<file path="src/rtl/button_monitor_pkg.sv">
// Shared types and helpers for the push-button conditioning path.
// Debounced level encoding and counter sizing.
package button_monitor_pkg;

  typedef enum logic {
    LVL_RELEASED = 1'b0,
    LVL_PRESSED  = 1'b1
  } level_e;

  function automatic int cnt_width(input int cycles);
    return $clog2(cycles + 1);
  endfunction

endpackage

</file>
<file path="src/rtl/button_monitor_debouncer.sv">
// Synchroniser plus hold-time debouncer producing a clean level.
// Also exposes the level about to be committed at the next edge.
module button_monitor_debouncer
  import button_monitor_pkg::*;
#(
  parameter int SYNC_STAGES     = 2,
  parameter int DEBOUNCE_CYCLES = 500000
) (
  input  logic   clock,
  input  logic   reset,
  input  logic   raw,
  output level_e level,
  output level_e level_next
);

  localparam int CW = cnt_width(DEBOUNCE_CYCLES);
  localparam logic [CW-1:0] LAST = CW'(DEBOUNCE_CYCLES - 1);

  logic [SYNC_STAGES-1:0] sync_q;
  logic [CW-1:0]          count;
  level_e                 sync_out;

  assign sync_out = level_e'(sync_q[SYNC_STAGES-1]);

  // Shift the asynchronous pin through the synchroniser chain.
  always_ff @(posedge clock) begin
    if (reset) begin
      sync_q <= '0;
    end else begin
      sync_q <= {sync_q[SYNC_STAGES-2:0], raw};
    end
  end

  // A differing level is accepted only on its final qualifying cycle.
  always_comb begin
    level_next = level;
    if (sync_out != level && count == LAST) begin
      level_next = sync_out;
    end
  end

  // Count consecutive cycles of disagreement; any agreement restarts it.
  always_ff @(posedge clock) begin
    if (reset) begin
      level <= LVL_RELEASED;
      count <= '0;
    end else if (sync_out == level) begin
      count <= '0;
    end else if (count == LAST) begin
      level <= level_next;
      count <= '0;
    end else begin
      count <= count + 1'b1;
    end
  end

endmodule

</file>
<file path="src/rtl/button_monitor.sv">
// Conditions one raw key input into a single pulse per press.
// Pulse is registered together with the debounced level update.
module button_monitor
  import button_monitor_pkg::*;
#(
  parameter int SYNC_STAGES     = 2,
  parameter int DEBOUNCE_CYCLES = 500000
) (
  input  logic clock,
  input  logic reset,
  input  logic buttonPress,
  output logic buttonEdge
);

  level_e level;
  level_e level_next;

  button_monitor_debouncer #(
    .SYNC_STAGES    (SYNC_STAGES),
    .DEBOUNCE_CYCLES(DEBOUNCE_CYCLES)
  ) u_debouncer (
    .clock     (clock),
    .reset     (reset),
    .raw       (buttonPress),
    .level     (level),
    .level_next(level_next)
  );

  // Fire on the edge where the clean level moves released -> pressed.
  always_ff @(posedge clock) begin
    if (reset) begin
      buttonEdge <= 1'b0;
    end else begin
      buttonEdge <= (level == LVL_RELEASED) &&
                    (level_next == LVL_PRESSED);
    end
  end

endmodule

</file>
<file path="config.mk">
export PLATFORM = sky130hd
export DESIGN_NAME = button_monitor
export DESIGN_NICKNAME = d
export VERILOG_FILES = /design/src/rtl/button_monitor_pkg.sv /design/src/rtl/button_monitor_debouncer.sv /design/src/rtl/button_monitor.sv
export SDC_FILE = /design/constraint.sdc
export NUM_CORES = 1
export LEC_CHECK = 0
export CELL_PAD_IN_SITES_DETAIL_PLACEMENT = 1
export CELL_PAD_IN_SITES_GLOBAL_PLACEMENT = 2
export CORE_MARGIN = 10
export CORE_UTILIZATION = 35
export CTS_BUF_LIST = sky130_fd_sc_hd__clkbuf_8
export DETAILED_ROUTE_END_ITERATION = 10
export PLACE_DENSITY_LB_ADDON = 0.15
export SLEW_MARGIN = 5
export SYNTH_ARGS = -nofsm -noshare
export SYNTH_HDL_FRONTEND = slang
export SYNTH_HIERARCHICAL = 1
export SYNTH_SLANG_ARGS = --single-unit
</file>
<file path="constraint.sdc">
create_clock -name clock -period 2.5 [get_ports clock]
set_clock_uncertainty 0.1 [all_clocks]
set_input_delay 0.375 -clock clock [delete_from_list [all_inputs] [get_ports clock]]
set_output_delay 0.375 -clock clock [all_outputs]
set_load 0.05 [all_outputs]
</file>
# After elaboration in Yosys (flattened, before gate mapping)
# Index checks and enable logic that the tools add are counted.
# word_totals
ff_bits	23
output_inout_bits	1
elab_cells	15
# op_classes
add_sub_neg	1
n_eq_ne	3
mux	1
bitwise	2
n_reduce_logical	4
# ops
cell	n
$add 19x1->19 const B	1
$eq 19x19->1 const B	1
$reduce_or 3->1	1
$logic_and 1x1->1	2
$not 1->1	2
$reduce_and 2->1	1
$eq 1x1->1	1
$mux 1	1
$ne 1x1->1	1

# Longest topological paths before layout
# logic_depth
word_depth	4
depth_mapped	6
depth_no_buf	5

# Hierarchy
# The synthesis kept the hierarchy.
# by_module_without_submodules
module	instances	cells_per_inst	area_each_um2	seq_area_each_um2
button_monitor_debouncer	1	114	999.7	440.4
button_monitor	1	2	32.5	20.0

# Worst setup path before layout
# No wires, ideal clock.
# synth_path
path_kind	reg2reg
start	reg u_debouncer.count[0]
end	reg buttonEdge
setup_ns	0.119
t_arrival_ns	1.537
required_ns	2.281
slack_ns	0.744
stages_incl_launch_ff	7
path_buffers	1
period_less_slack_ns	1.756
path_cell_list	dfxtp_1 ha_1 nand4_1 clkbuf_1 nor2_1 mux2_1 nor3b_2
# synth_via
elab_chain_cells	4
# synth_lines
element	line_no	text
start, declared	button_monitor_debouncer.sv:20	logic [CW-1:0] count;
start signal, assigned	button_monitor_debouncer.sv:53	count <= count + 1'b1;
$eq 19x19->1	button_monitor_debouncer.sv:37	if (sync_out != level && count == LAST) begin
$logic_and 1x1->1	button_monitor_debouncer.sv:37	
$mux 1	button_monitor_debouncer.sv:37	
named net level_next	button_monitor.sv:16	level_e level_next;
$logic_and 1x1->1	button_monitor.sv:34	buttonEdge <= (level == LVL_RELEASED) &&
end signal, assigned	button_monitor.sv:34	
end, declared	button_monitor.sv:12	output logic buttonEdge
# The timed path passes the listed nets, and every way through them passes these cells.
# A chain may end at the register's enable or synchronous reset.

# Worst setup path in the final report
# layout_path
start	reg u_debouncer.count[0]
end	reg u_debouncer.count[18]
# layout_via
elab_chain_cells	2
elab_cells_between_ends	3
cone_classes	add/sub (1); eq/ne (1); reduce/logical (1)
# layout_lines
element
parallel branches: the longest is 2 deep, another holds $add 19x1->19
# Several ways; the timed one is not identified.

==> impl_metrics.yaml <==
power_and_ir_drop:
  finalPower_w: 0.000608
  p_per_area_mw_per_mm2: 527
  vdd_drop_max_uv: 335
  static-leakage-power_nw: 0.329
critical_path:
  critPathLaunchType: "flip-flop"
  crit_slowest_cell: "nor4_1"
  slowest_delay_ps: 430
  critPathCaptureType: "flip-flop"
  worstPathCellList: "ha_1 -> nand4_1 -> buf_4 -> nor4_1 -> nand3_1 -> nor3b_1"
  crit_family: "simple AND/OR/NAND/NOR gates"
  critPathKind: "reg -> reg"
  crit_path_max_fanout: 12
  path_depth: 6
  arrival_ps: 1910
  r2r_cells: 6
  required_ps: 2560
  crit_buf_inv: 1
yosys:
  synthCells: 116
  synth_edf_count: 0
  yosysSeqAreaShare: 0.446
  synth-seq-cells: 23
  synth_area_per_cell_um2: 8.90
  syn_nets: 120
  ys.flop_type: "dfxtp_1"
  yosys.cell_types.count: 34
  async_reset_ff_frac: 0
  synth_area_mm2: 0.00103
  synth-warning-count: 6
global_routing:
  overflow: 0
  grt_pass1_vias: 858
  grt_max_degree: 13
  grt_pass1_wl_um: 3860
  track_usage: 0.0883
  antenna_found_initial: 0
layout:
  fin_nets: 128
  layout_common_cells: "dfxtp_1 (23), nor2_1 (18), xnor2_1 (11)"
  area.growth.synth_to_final_pct: 11.9
  n_antenna_cell: 0
  final_common_cell: "dfxtp_1"
  layout-drive-gt1-share: 0.0976
floorplanning:
  die_area_mm2: 0.00552
  start_util: 0.371
  num_io_pins: 4
  die_y_um: 74.3
  fp-row-count: 19
  dieWidth_um: 74.3
  core_mm2: 0.00278
sta:
  period_needed_ps: 1860
  setup_slack_ps: 642
  slew_headroom: 0.668
  fin_setup_tns_ps: 0
  max_freq_mhz: 538
  setup_violations: 0
  hold_viol: 0
  slew_viol_final: 0
  rsz0062_at_grt: "false"
  fin_crit_sh: 0.743
  worst_pin_slew_ps: 497
placement:
  dp_hpwl_um: 1590
  io_buffers: 3
  pre_cts_slack_ps: 651
  place_congestion: 0.728
clocking:
  clk_pin_slew_ps: 80
  clk_latency_ps: 260
  cts.sinks: 23
  cts_hold_buf: 0
  htree_levels: 1
  cts_buffer_depth: 2
  postCtsSetupRepairBufs: 0
  postCtsResizedCells: 0
  cts-root-buf: "clkbuf_8"
  cts_buffers: 3
  cts_tree: "built"
detailed_routing:
  antenna_left: 0
  vias_per_cell: 5.27
  num_vias: 812
  drt-pass1-iter-count: 4
  avgRoutedWirePerCell_um: 14.0
  drt-initial-drc-count: 19
  finalWirelength_um: 2150
  drt_drc_violations_left: 0
worst_hold_path:
  hold_depth: 1
  hold_path.class: "reg -> reg"
run_status:
  status: "finished, final reports clean"
job:
  cap_viol_max_count: 0
kinds of logic (layout without fill, tap and decap cells):
group	count (synthesis)	in the layout	share of synthesized area
AO/OA/AOI/OAI	11	11	0.0667
XOR/XNOR	13	13	0.110
adder cells (fa/ha/maj)	1	1	0.0121
buffers and inverters	7	14	0.0279
flip-flops	23	23	0.446
multiplexers	1	1	0.0109
AND/OR/NAND/NOR	60	60	0.326
report_power, final:
| part | internal, W | switching (W) | leakage [nW] |
|---|---|---|---|
| clock network | 0.000110 | 0.000119 | 0.0269 |
| logic | 0.00000585 | 0.00000498 | 0.117 |
| registers | 0.000368 | 0.00000153 | 0.186 |
layout make-up:
class	instances	area [um2]
clock buffers	3	41.3
clock inverters	1	3.75
fillers	331	1630
inverters	4	15.0
multi-input cells	86	543
flip-flops and latches	23	460
well taps	31	38.8
repair buffers	6	52.6
synth_stat cells, types with 2 or more instances:
cell	count	share of area
dfxtp_1	23	0.45
nor2_1	18	0.065
xnor2_1	11	0.093
nand3_1	6	0.029
nand2_1	5	0.018
nor4_1	5	0.030
inv_1	4	0.015
nand4_1	4	0.024
nor3_1	4	0.019
a21oi_1	3	0.015
o21ai_0	3	0.015
or3_1	3	0.018
buf_2	2	0.0097
nor2b_1	2	0.012
nor3b_1	2	0.015
or2_1	2	0.012
xor2_1	2	0.017
state kept, by name (all words and copies together) (netlist names):
name                count
u_debouncer/count      19
u_debouncer/sync_q      2
buttonEdge              1
u_debouncer/level       1
final timing paths:
check	to	start	slack (ps)
worst max register to register	u_debouncer/count[18]	u_debouncer/count[0]	640
worst min register to register	u_debouncer/sync_q[1]	u_debouncer/sync_q[0]	350
worst max-delay path	u_debouncer/count[18]	u_debouncer/count[0]	640
worst min-delay path	u_debouncer/sync_q[1]	u_debouncer/sync_q[0]	350
per-stage QoR:
stage               cell area [um2]  utilization  hold slack [ps]  std cells
floorplan                      1030            -              314        116
global placement               1110        0.399              324        150
detailed placement             1110        0.399              329        150
CTS                            1150        0.415              356        154
global route                   1150        0.415              365        154
finish                         1150        0.415              347        154
layer usage:
metal / global-route usage / part of all wire
met1: 0.107 / 0.50
met2: 0.143 / 0.47
met3: 0.0213 / 0.024
met4: 0.0427 / 0.011
met5: 0 / 0
Power figures use the tool's default switching activity.
